## config.mk

```make
export PLATFORM = sky130hd
export DESIGN_NAME = unidade_controle_desafio
export DESIGN_NICKNAME = d
export VERILOG_FILES = /design/src/rtl/unidade_controle_desafio.sv
export SDC_FILE = /design/constraint.sdc
export NUM_CORES = 1
export LEC_CHECK = 0
export BUFFER_PORTS_ARGS = -buffer_cell sky130_fd_sc_hd__buf_2
export CAP_MARGIN = 20
export CORE_AREA = 2 2 39 41
export DETAILED_ROUTE_END_ITERATION = 6
export DIE_AREA = 0 0 41 43
export PLACE_DENSITY_LB_ADDON = 0.2
export SYNTH_ARGS = -nofsm -noshare
export SYNTH_HDL_FRONTEND = slang
export SYNTH_SLANG_ARGS = --single-unit
```

## constraint.sdc

```tcl
create_clock -name clock -period 1.28 [get_ports clock]
set_input_delay 0.256 -clock clock [delete_from_list [all_inputs] [get_ports clock]]
set_output_delay 0.256 -clock clock [all_outputs]
set_load 0.005 [all_outputs]
```

## src/rtl/unidade_controle_desafio.sv

```systemverilog
`default_nettype none
// ============================================================================
// Module   : unidade_controle_desafio
// Brief    : Moore FSM sequencing the memory-game datapath (clear, wait play,
//            register, compare, advance) and reporting hit/miss/timeout.
// Revision : 1.0 - initial release
// ============================================================================
module unidade_controle_desafio #(
    parameter bit TIMEOUT_EN = 1'b1
) (
    input  logic       clock,
    input  logic       reset,
    input  logic       iniciar,
    input  logic       jogada_feita,
    input  logic       igual,
    input  logic       fimC,
    input  logic       timeout,
    output logic       zeraC,
    output logic       contaC,
    output logic       zeraR,
    output logic       registraR,
    output logic       pronto,
    output logic       acertou,
    output logic       errou,
    output logic       deu_timeout,
    output logic [3:0] db_estado
);

    localparam logic [3:0] c_INICIAL     = 4'h0;
    localparam logic [3:0] c_PREPARACAO  = 4'h1;
    localparam logic [3:0] c_ESPERA      = 4'h2;
    localparam logic [3:0] c_REGISTRA    = 4'h4;
    localparam logic [3:0] c_COMPARACAO  = 4'h5;
    localparam logic [3:0] c_PROXIMO     = 4'h6;
    localparam logic [3:0] c_ACERTOU     = 4'hA;
    localparam logic [3:0] c_FIM_TIMEOUT = 4'hD;
    localparam logic [3:0] c_ERROU       = 4'hE;

    logic [3:0] estado_q;
    logic [3:0] estado_d;

    always_ff @(posedge clock or negedge reset) begin
        if (!reset) begin
            estado_q <= c_INICIAL;
        end else begin
            estado_q <= estado_d;
        end
    end

    always_comb begin
        estado_d = c_INICIAL;
        case (estado_q)
            c_INICIAL:     estado_d = iniciar ? c_PREPARACAO : c_INICIAL;
            c_PREPARACAO:  estado_d = c_ESPERA;
            // A play arriving together with the timeout flag still counts.
            c_ESPERA: begin
                if (jogada_feita) begin
                    estado_d = c_REGISTRA;
                end else if (timeout && TIMEOUT_EN) begin
                    estado_d = c_FIM_TIMEOUT;
                end else begin
                    estado_d = c_ESPERA;
                end
            end
            c_REGISTRA:    estado_d = c_COMPARACAO;
            c_COMPARACAO: begin
                if (!igual) begin
                    estado_d = c_ERROU;
                end else if (fimC) begin
                    estado_d = c_ACERTOU;
                end else begin
                    estado_d = c_PROXIMO;
                end
            end
            c_PROXIMO:     estado_d = c_ESPERA;
            c_ACERTOU,
            c_ERROU,
            c_FIM_TIMEOUT: estado_d = iniciar ? c_PREPARACAO : estado_q;
            default:       estado_d = c_INICIAL;
        endcase
    end

    always_comb begin
        zeraC       = 1'b0;
        contaC      = 1'b0;
        zeraR       = 1'b0;
        registraR   = 1'b0;
        acertou     = 1'b0;
        errou       = 1'b0;
        deu_timeout = 1'b0;
        case (estado_q)
            c_PREPARACAO: begin
                zeraC = 1'b1;
                zeraR = 1'b1;
            end
            c_REGISTRA:    registraR   = 1'b1;
            c_PROXIMO:     contaC      = 1'b1;
            c_ACERTOU:     acertou     = 1'b1;
            c_ERROU:       errou       = 1'b1;
            c_FIM_TIMEOUT: deu_timeout = 1'b1;
            default: ;
        endcase
    end

    assign pronto    = acertou | errou | deu_timeout;
    assign db_estado = estado_q;

endmodule
`default_nettype wire

```

==> results by stage, run 1 <==
Routing:
- The number of nets still failing antenna checks after routing is 0.
- In the detailed route, the total length drawn on met2 is 569 um.
- Dividing the detail-routed wire length by the instance count gives approximately 12 um.
- The routed length on met3 is 83 um.
- The pre-antenna-repair detailed-routing pass consisted of 4 iterations.
- The residual DRC count is 0.
- The per-cell via count in the routed design is 4.71.
- The routed length on met1 is about 420 um.
- After detailed routing, no signal wire sits above met3.
- In this run, the number of DRC markers left after iteration 0 of detailed routing was 3.
- The routed via count is 410.
- Summed over all layers, the routed wires come to 1.07 mm.

Floorplanning:
- The floorplan has 14 rows.
- The initial utilization of the core area, before any placement, comes to 25.2%.
- The y dimension of the die is 43 um.
- The die covers 1760 um2.
- The die span in x is 41 um.
- The count of boundary I/O pins is 19.
- After floorplanning, the core was sized to cover 1380 um2.

STA:
- The highest achievable clock rate is around 680 MHz.
- The number of slew-limit violations in the final report is 0.
- The total count of hold-check failures in the final report is 0.
- At the pin with the least slew margin, the transition time is 0.248 ns.
- Setup violations remaining at the end of the flow were counted as 9.
- The clock arrives with roughly 0.0029 ns of skew.
- After layout, the worst setup slack is -0.188 ns.
- In the finished design, the share of the clock period the worst path needs comes to 115%.
- Setup repair after global routing could not meet its margin everywhere.
- Headroom to the max-slew limit came out at 83.5%.
- After layout, the minimum clock period comes to 1.47 ns.

Clocking:
- The master cell of the clock root buffer is clkbuf_4.
- The CTS buffer count is 3.
- Clock latency on the worst-skew pair, taken at its later pin, is 0.23 ns.
- The clock-pin slew reported for the worst setup and hold paths after clock tree synthesis is 0.03 ns.
- The tree built by TritonCTS fans out to 4 sinks.
- TritonCTS built the clock tree.
- The number of H-tree levels is 1.
- No sink is reached through more buffers than the 2 on the longest clock path.

Yosys:
- The biggest area consumer among synthesized cells is dfrtp_1.
- The synthesized net count is 45.
- In this run, synthesis produced a sequential element count of 4.
- By count the netlist is led by dfrtp_1, nor2_1, nand2b_1.
- The Yosys warning count is 0.
- The synthesized netlist devotes 0% of its cell area to XOR and XNOR gates.
- After synthesis, the largest family of logic cells by area is simple AND/OR/NAND/NOR gates.
- The post-synthesis adder-cell area fraction is 0%.
- The share of synthesized area in the top cell type comes to between 20% and 30%.
- The async set or reset register ratio after synthesis is 100%.
- Yosys mapped a number of flops with a built-in enable equal to 0.
- The simple-gate portion of the synthesized area is around two fifths.
- The cell area that synthesis handed to floorplanning was 349 um2.
- Ranked by total cell area, the synthesized netlist is headed by dfrtp_1, nor4b_2, nand2b_1.
- Sequential elements use 28.7% of the synthesized area.
- Dividing the synthesized area by the synthesized cell count gives 9.19 um2.
- The distinct cell type count of the synthesized netlist is 27.
- The mux contribution to synthesized area is 3.23%.
- Among all flip-flop cells after synthesis, the most frequent one is dfrtp_1.
- The area fraction in compound gates after synthesis is approximately 21%.
- Synthesis handed over a netlist of 38 instances.

Global routing:
- The global route total overflow is 0.
- The wire length of the first global-routing pass is 1.47 mm.
- The combined global-route utilization of all metal layers is 12.6%.
- The via count of the first global-routing pass is approximately 370.
- The largest net degree at the start of global routing is 9.
- The initial antenna violation count is 0.

Setup path:
- The worst setup path is of the flip-flop to output pin kind.
- The cell family contributing the most delay on the critical path is flip-flops.
- The delay of the slowest cell on the worst path is approximately 0.43 ns.
- Counting both buffers and inverters, the worst setup path holds a total of 2.
- STA classifies the critical path endpoint as an output pin.
- The peak fanout along the critical path is 5.
- The worst-case register-to-register setup slack is -0.09 ns.
- Data on the critical path is required at its endpoint by 1.02 ns.
- STA puts the critical path data arrival time at 1.21 ns.
- Traced cell by cell, the critical path runs through and4b_1, a21oi_2, inv_1, buf_2.
- The critical path launch point type is a flip-flop.
- Among all stages on the critical path, the largest delay is contributed by dfrtp_2.

Layout:
- The filler cells instantiated in the layout total 147.
- The flip-flop count of the largest register after layout is 4.
- The number of antenna diodes in the final layout is 0.
- Of the cells placed in the final design, the portion with a size suffix greater than 1 is 76.1%.
- Summing all non-filler instances in the final layout gives an area of approximately 660 um2.
- At the end of the flow, the number of nets in the layout was 80.
- From synthesis to final layout, the design area changed by 88.2%.
- Cells fill 47.5% of the core in the end.

Flow run:
- Max-cap violations in this run came to 0.

Placed design:
- The HPWL after detailed placement is 658 um.
- The congestion estimate from routability-driven global placement came to approximately 0.7.
- In this run the cell area measured after placement is 470 um2.
- The count of buffers added on input and output ports is 18.

Power:
- The power density over the cells is 1960 nW/um2.
- The maximum vdd ir drop is 1120 uV.
- Summed over all cells, the static leakage comes to around 0.34 nW.

Run status:
- The checks that failed: negative setup slack.
- The flow ran to the end, but the final reports show violations.

Hold path:
- The class of the tightest hold or removal check is primary input to flip-flop.
metrics by stage:
step                      hold WS (ns)  TNS (ns)  setup slack [ns]  power [mW]  std cells
after floorplan                -0.0396         0           0.00801       0.627         38
after global placement          0.0631   -0.0162           -0.0162       0.798         74
after detailed placement        0.0645   -0.0225           -0.0225       0.793         74
after CTS                        0.274     -1.10            -0.171        1.13         83
after global routing             0.302     -1.77            -0.259        1.39         87
final                            0.289     -1.12            -0.188        1.29         87
cell type report:
cell class | count | area [um2] | share of cell area, %
multi-input combinational | 30 | 273 | 41.5
timing repair buffer | 33 | 233 | 35.4
inverter | 1 | 3.75 | 0.571
clock buffer | 3 | 22.5 | 3.43
tap | 16 | 20.0 | 3.05
sequential | 4 | 105 | 16.0
power breakdown:
group,internal (mW),switching [mW],leakage (nW)
clock,0.105,0.0485,0.0138
sequential,0.187,0.0897,0.0465
combinational,0.512,0.348,0.280
total,0.803,0.486,0.340
kinds of logic after synthesis:
| kind of cell | count (synthesis) |
|---|---|
| buffers and inverters | 4 |
| muxes | 1 |
| AOI/OAI and AO/OA | 9 |
| and+or+nand+nor | 20 |
| DFF | 4 |
metal layers:
metal  vias up  GRT usage [%]
li1        205              -
met1       187           14.6
met2        18           19.4
met3         0           6.28
met4         0           4.00
met5         -              0
worst register-to-register path, stage by stage (launching register included):
cell and delay, ns:
dfrtp_2 0.44, buf_4 0.15, buf_4 0.12, and2b_2 0.23, nor2_2 0.04, o311ai_2 0.27
cell usage in the layout, fill, tap and decap left out, drive strengths merged:
master and instances:
buf 32, dfrtp 4, nor2 4, clkbuf 3, nand2b 3, nor4b 2, nand2 2, and2b 2
nor3b 1, and4b 1, a21oi 1, inv 1, nor3 1, nor2b 1, and2 1, a21o 1
nor4 1, a211o 1, a32oi 1, o21ai 1, nand3 1, o21ba 1, a31oi 1, o311ai 1
mux2 1, o22ai 1, dlygate4sd3 1
timing repair:
item	in CTS	in global routing
hold buffers	1	0
setup endpoints to repair	8	10
pin swaps	2	5
buffers inserted	5	4
resized for setup	12	10
hold endpoints to repair	4	0
path summary, 6_finish.rpt:
kind                                                  to                      from  cells after the start
worst max-delay path                              pronto  db_estado[3]$_DFFE_PN0P_                      4
worst min-delay path            db_estado[3]$_DFFE_PN0P_                   iniciar                      2
worst max register to register  db_estado[2]$_DFFE_PN0P_  db_estado[1]$_DFFE_PN0P_                      5
worst min register to register  db_estado[1]$_DFFE_PN0P_  db_estado[0]$_DFFE_PN0P_                      2
max in group asynchronous       db_estado[0]$_DFFE_PN0P_                     reset                      2
min in group asynchronous       db_estado[1]$_DFFE_PN0P_                     reset                      2
Power figures use the tool's default switching activity.
==> inputs of run 2 (changes only) <==
==> constraint.sdc (replaced) <==
create_clock -name clock -period 1.6 [get_ports clock]
set_input_delay 0.32 -clock clock [delete_from_list [all_inputs] [get_ports clock]]
set_output_delay 0.32 -clock clock [all_outputs]
set_load 0.005 [all_outputs]
==> results by stage, run 2 (synthesis results as in run 1) <==
Global routing:
- The global route total overflow is 0 (unchanged).
- The combined global-route utilization of all metal layers was 11.8% (was 12.6%).
- The busiest layer in global routing was met1 (was met2).
- The routing usage on met2 is 14.7% (was 19.4%).
- The met3 track demand over resource is 6.28% (unchanged).
- The largest net degree at the start of global routing is 11 (was 9).
- The via count of the first global-routing pass is 319 (was 368).
- The initial antenna violation count was 0 (unchanged).
- The wire length of the first global-routing pass was 1.37 mm (was 1.47 mm).
- The fraction of met1 tracks used by global routing is 16.8% (was 14.6%).

Floorplanning:
- The total core area is 1380 um2 (unchanged).
- The die span in x is 41 um (unchanged).
- The y dimension of the die is 43 um (unchanged).
- The number of placement rows is 14 (unchanged).
- The die area is 1760 um2 (unchanged).
- The count of boundary I/O pins is 19 (unchanged).
- The starting density of the core is 25.2% (unchanged).

Layout:
- The signed area change from the synthesized netlist to the final layout is 55.2% (was 88.2%).
- Commonest cells after routing, fill and taps aside: buf_2, nor2_1, dfrtp_2, buf_4 (was buf_2, buf_4, buf_6, dfrtp_2).
- The share of post-route cells with drive strength above 1 is 60.9% (was 76.1%).
- The antenna diode count came to 0 (unchanged).
- The number of inserted filler cells in the final layout is 158 (was 147).
- The number of nets in the final layout is 73 (was 80).
- The flip-flop count of the largest register after layout is 4 (unchanged).
- The most common library cell in the layout ignoring fill and taps is buf_2 (unchanged).

STA:
- The highest achievable clock rate is 652 MHz.
- The total negative slack is 0 ns (was -1.12 ns).
- The relative max-transition margin was 81.6% (was 83.5%).
- The final clock skew came to 0.00253 ns (was 0.00292 ns).
- The setup-violating endpoint count in the final report is 0 (was 9).
- The worst slack on hold paths is 0.344 ns (was 0.289 ns).
- The worst path uses between 90% and 100% of the clock period.
- RSZ-0062 raised after global routing: true (unchanged).
- The actual transition at the worst max-transition pin was 0.275 ns (was 0.248 ns).
- Counting I/O delays and the setup requirement, the final critical path takes between 1.5 and 2 ns.
- The total count of hold-check failures in the final report is 0 (unchanged).
- The number of slew-limit violations in the final report is 0 (unchanged).

Hold path:
- The startpoint of the worst hold path is iniciar (unchanged).
- The worst min-delay path endpoint is db_estado[3]$_DFFE_PN0P_ (unchanged).
- The number of cells on the worst hold path is 2 (unchanged).
- The class of the tightest hold or removal check is primary input to flip-flop (unchanged).

Setup path:
- The critical path start-end classification was flip-flop to output pin (unchanged).
- The type of element capturing the critical path was an output pin (unchanged).
- The worst reg2reg path depth is 5 (unchanged).
- The peak fanout along the critical path is 6 (was 5).
- The worst-case register-to-register setup slack is 0.22 ns (was -0.09 ns).
- The terminus of the critical flop-to-flop path is db_estado[0]$_DFFE_PN0P_ (was db_estado[2]$_DFFE_PN0P_).
- The critical path arrival is 1.21 ns (about the same).
- The required time at the endpoint of the critical path came to 1.28 ns (was 1.02 ns).
- The startpoint of the most critical register-to-register path is db_estado[2]$_DFFE_PN0P_ (was db_estado[1]$_DFFE_PN0P_).
- The critical path launch point type is a flip-flop (unchanged).

Clocking:
- The TritonCTS clock tree is yes (unchanged).
- The clock-pin slew reported for the worst setup and hold paths after clock tree synthesis is 0.03 ns (about the same).
- The number of sinks handled by clock tree synthesis is 4 (unchanged).
- The later-pin clock latency in the skew report is 0.23 ns (about the same).
- The master cell of the clock root buffer is clkbuf_4 (unchanged).
- The maximum number of buffers from clock root to sink is 2 (unchanged).
- The CTS buffer count is 3 (unchanged).
- The number of H-tree levels is 1 (unchanged).

Routing:
- The routed via count is 379 (was 410).
- The number of DRC markers after the initial detailed-route iteration was 12 (was 3).
- The number of detailed-route iterations in the first pass is 4 (unchanged).
- The mean routed wirelength per cell is 11.8 um (was 12.3 um).
- The per-cell via count in the routed design is 4.74 (was 4.71).
- The residual DRC count is 0 (unchanged).
- The number of nets still failing antenna checks after routing is 0 (unchanged).
- The final wirelength is 947 um (was 1.07 mm).

Power:
- The power density over the cells came to 1550 nW/um2 (was 1960 nW/um2).
- The maximum vdd ir drop is 884 uV (was 1120 uV).
- The overall power after layout is 0.838 mW (was 1.29 mW).
- The leakage power total is 0.296 nW (was 0.340 nW).

Run status:
- Outcome: finished, final reports clean (was finished, violations left).

Placed design:
- The placed wire-length estimate is 639 um (was 658 um).
- The number of buffers added on ports was 18 (unchanged).
- The routability congestion estimate is 0.726 (was 0.701).

Flow run:
- The total of max-cap violations is 0 (unchanged).
run 2: cell types whose count changed in the layout (fill, tap and decap cells not counted), sizes merged:
cell          before  now
buf               32   22
dlymetal6s2s       0    1
clkbuf             3    5
run 2: through the flow:
| stage | instances | area [um2] | setup WS (ns) | utilization, % |
|---|---|---|---|---|
| global route | 80 | 542 | -0.0290 | 39.2 |
| detailed placement | 70 | 440 | 0.211 | 31.8 |
| finish | 80 | 542 | 0.0653 | 39.2 |
| floorplan | 38 | 349 | 0.264 | - |
| CTS | 74 | 477 | 0.00472 | 34.4 |
| global placement | 70 | 440 | 0.198 | 31.8 |
run 2: power breakdown:
group / switching (mW) / internal (mW)
registers: 0.0700 / 0.149
clock network: 0.0358 / 0.0835
logic: 0.222 / 0.277
total: 0.328 / 0.510
run 2: worst max path at each step:
stage | end | start | slack, ns
floorplan | zeraR | db_estado[1]$_DFFE_PN0P_ | 0.26
global placement | pronto | db_estado[0]$_DFFE_PN0P_ | 0.20
detailed placement | pronto | db_estado[1]$_DFFE_PN0P_ | 0.21
CTS | registraR | db_estado[3]$_DFFE_PN0P_ | 0.005
global route | registraR | db_estado[3]$_DFFE_PN0P_ | -0.03
finish | pronto | db_estado[0]$_DFFE_PN0P_ | 0.07
run 2: worst max-delay path: stages (launching register included):
cell     delay (ns)
dfrtp_2        0.44
and4b_2        0.25
a21oi_2        0.12
inv_1          0.05
buf_2          0.12
run 2: layout make-up:
cell class / count / area (um2) / area share, %
timing repair buffer: 26 / 153 / 28.2
tap: 16 / 20.0 / 3.70
clock buffer: 3 / 22.5 / 4.16
sequential: 4 / 105 / 19.4
inverter: 1 / 3.75 / 0.693
multi-input combinational: 30 / 238 / 43.9
run 2: layer usage:
layer,part of all wire [%],up-vias
li1,-,193
met1,51,172
met2,42,14
met3,6.5,0
met4,0,0
met5,0,-
run 2: timing repair:
item / 4_1_cts / 5_1_grt
hold buffers: 1 / 0
endpoints found under the hold margin: 4 / 0
setup endpoints to repair: 4 / 5
pin swaps: 0 / 0
resized for setup: 3 / 5
buffers inserted: 0 / 6
==> inputs of run 3 (changes only) <==
==> config.mk (replaced) <==
export PLATFORM = sky130hd
export DESIGN_NAME = unidade_controle_desafio
export DESIGN_NICKNAME = d
export VERILOG_FILES = /design/src/rtl/unidade_controle_desafio.sv
export SDC_FILE = /design/constraint.sdc
export NUM_CORES = 1
export LEC_CHECK = 0
export BUFFER_PORTS_ARGS = -buffer_cell sky130_fd_sc_hd__buf_4
export CAP_MARGIN = 20
export CORE_AREA = 3 3 40 42
export DETAILED_ROUTE_END_ITERATION = 6
export DIE_AREA = 0 0 43 45
export PLACE_DENSITY = 0.54
export SYNTH_ARGS = -nofsm -noshare
export SYNTH_HDL_FRONTEND = slang
export SYNTH_SLANG_ARGS = --single-unit
==> results by stage, run 3 (synthesis results as in run 1) <==
Clocking:
- The clock-pin slew reported for the worst setup and hold paths after clock tree synthesis is 0.03 ns (about the same).
- The maximum number of buffers from clock root to sink was 2 (unchanged).
- The CTS buffer count was 3 (unchanged).
- The number of sinks handled by clock tree synthesis is 4 (unchanged).
- The number of H-tree levels is 1 (unchanged).
- The TritonCTS clock tree is yes (unchanged).
- The master cell of the clock root buffer was clkbuf_4 (unchanged).
- The later-pin clock latency in the skew report is 0.23 ns (about the same).

Layout:
- The number of inserted filler cells in the final layout came to 136 (was 158).
- The flip-flop count of the largest register after layout came to 4 (unchanged).
- The share of post-route cells with drive strength above 1 was 61.5% (was 60.9%).
- The utilization after layout came to 46.3% (was 39.2%).
- Commonest cells after routing, fill and taps aside: buf_4, nor2_1, nand2b_1, clkbuf_4 (was buf_2, nor2_1, dfrtp_2, buf_4).
- The antenna diode count is 0 (unchanged).
- The post-route cell area came to 594 um2 (was 542 um2).
- The number of nets in the final layout came to 74 (was 73).
- The signed area change from the synthesized netlist to the final layout is 70.3% (was 55.2%).
- The most common library cell in the layout ignoring fill and taps is buf_4 (was buf_2).

Routing:
- The final wirelength was 1.00 mm (was 947 um).
- The routed via count is 397 (was 379).
- The mean routed wirelength per cell is 12.5 um (was 11.8 um).
- The number of DRC markers after the initial detailed-route iteration came to 8 (was 12).
- The number of nets still failing antenna checks after routing is 0 (unchanged).
- The per-cell via count in the routed design is 4.96 (was 4.74).
- The number of detailed-route iterations in the first pass came to 4 (unchanged).
- The residual DRC count came to 0 (unchanged).

Floorplanning:
- The number of placement rows is 13 (was 14).
- The count of boundary I/O pins is 19 (unchanged).
- The y dimension of the die is 45 um (was 43 um).
- The die span in x is 43 um (was 41 um).
- The total core area is 1280 um2 (was 1380 um2).
- The starting density of the core is 27.2% (was 25.2%).
- The die area was 1940 um2 (was 1760 um2).

Power:
- The overall power after layout was 0.919 mW (was 0.838 mW).
- The maximum vdd ir drop is 623 uV (was 884 uV).
- The leakage power total is 0.302 nW (was 0.296 nW).
- The power density over the cells is 1550 nW/um2 (about the same).

Setup path:
- The critical path launch point type is a flip-flop (unchanged).
- The peak fanout along the critical path is 7 (was 6).
- The required time at the endpoint of the critical path came to 1.28 ns (about the same).
- The terminus of the critical flop-to-flop path is db_estado[0]$_DFFE_PN0P_ (unchanged).
- The type of element capturing the critical path was an output pin (unchanged).
- The startpoint of the most critical register-to-register path is db_estado[3]$_DFFE_PN0P_ (was db_estado[2]$_DFFE_PN0P_).
- The worst reg2reg path depth came to 4 (was 5).
- The critical path arrival is 1.23 ns (was 1.21 ns).
- The critical path start-end classification is flip-flop to output pin (unchanged).
- The worst-case register-to-register setup slack is 0.27 ns (was 0.22 ns).

STA:
- The final critical-path required period came to 1.55 ns (was 1.53 ns).
- The total count of hold-check failures in the final report was 0 (unchanged).
- The number of slew-limit violations in the final report is 0 (unchanged).
- RSZ-0062 raised after global routing: true (unchanged).
- The highest achievable clock rate is 644 MHz (was 652 MHz).
- The final clock skew is 0.000916 ns (was 0.00253 ns).
- The setup-violating endpoint count in the final report is 0 (unchanged).
- The relative max-transition margin was 73.6% (was 81.6%).
- The post-route clock period utilization was 97.1% (was 95.9%).
- The actual transition at the worst max-transition pin is 0.394 ns (was 0.275 ns).

Hold path:
- The startpoint of the worst hold path is iniciar (unchanged).
- The number of cells on the worst hold path came to 2 (unchanged).
- The worst min-delay path endpoint is db_estado[3]$_DFFE_PN0P_ (unchanged).
- The class of the tightest hold or removal check is primary input to flip-flop (unchanged).

Global routing:
- The met3 track demand over resource is 2.79% (was 6.28%).
- The global route total overflow is 0 (unchanged).
- The routing usage on met2 is 14.4% (was 14.7%).
- The busiest layer in global routing is met2 (was met1).
- The largest net degree at the start of global routing is 11 (unchanged).
- The fraction of met1 tracks used by global routing is 13.7% (was 16.8%).
- The combined global-route utilization of all metal layers is 9.79% (was 11.8%).
- The via count of the first global-routing pass is 334 (was 319).
- The wire length of the first global-routing pass is 1.45 mm (was 1.37 mm).
- The initial antenna violation count was 0 (unchanged).

Placed design:
- The number of buffers added on ports is 18 (unchanged).
- The placed wire-length estimate was 683 um (was 639 um).
- The standard cell area after detailed placement came to 492 um2 (was 440 um2).
- The routability congestion estimate is 0.713 (was 0.726).

Run status:
- Outcome: finished, final reports clean (unchanged).

Flow run:
- The total of max-cap violations is 0 (unchanged).
-- run 3: cell types whose count changed in the layout (fill, tap and decap cells not counted) --
cell,previous run,this run
buf_4,4,25
nor2b_2,0,1
dfrtp_2,4,2
dfrtp_1,0,2
nor3_1,1,0
clkbuf_2,2,1
nor3_2,0,1
and4b_2,1,0
dlymetal6s2s_1,1,0
buf_2,18,0
nor2b_1,1,0
and4b_1,0,1
-- run 3: worst max-delay path by stage --
stage | from | to | slack [ns]
2_1_floorplan | db_estado[1]$_DFFE_PN0P_ | zeraR | 0.26
3_3_place_gp | db_estado[1]$_DFFE_PN0P_ | pronto | 0.19
3_5_place_dp | db_estado[1]$_DFFE_PN0P_ | pronto | 0.19
4_1_cts | db_estado[1]$_DFFE_PN0P_ | pronto | 0.003
5_1_grt | db_estado[0]$_DFFE_PN0P_ | pronto | -0.01
6_report | db_estado[2]$_DFFE_PN0P_ | contaC | 0.05
-- run 3: worst max-delay path, stage by stage, from the launching register on --
cell     delay [ns]
dfrtp_1        0.40
buf_4          0.17
nor2b_2        0.16
and2_1         0.14
buf_4          0.13
-- run 3: layer usage --
metal / share of wire [%] / vias up
met2: 47 / 16
met3: 7.9 / 0
met5: 0 / -
li1: - / 195
met1: 45 / 186
met4: 0 / 0
-- run 3: stage by stage --
stage / cells / setup WS (ns) / TNS [ns] / hold slack (ns)
after global routing: 80 / -0.0143 / -0.0239 / 0.312
final: 80 / 0.0468 / 0 / 0.322
after CTS: 74 / 0.00260 / 0 / 0.316
after detailed placement: 70 / 0.193 / 0 / 0.116
after global placement: 70 / 0.189 / 0 / 0.118
after floorplan: 38 / 0.264 / 0 / 0.0244
-- run 3: layout make-up --
| type | instances | area, um2 | share of cell area, % |
|---|---|---|---|
| Tap cell | 15 | 18.8 | 3.16 |
| Inverter | 1 | 3.75 | 0.632 |
| Multi-Input combinational cell | 30 | 244 | 41.1 |
| Clock buffer | 3 | 22.5 | 3.79 |
| Sequential cell | 4 | 103 | 17.3 |
| Timing Repair Buffer | 27 | 203 | 34.1 |
-- run 3: report_power, final --
group          total, mW  switching [mW]  internal [mW]
registers          0.216          0.0695          0.146
clock network      0.117          0.0338         0.0834
logic              0.586           0.243          0.343
-- run 3: timing repair --
item	4_1_cts	5_1_grt
hold buffers	1	0
hold endpoints to repair	4	0
setup buffers	0	6
gates resized for setup	2	5
endpoints found under the setup margin	3	6
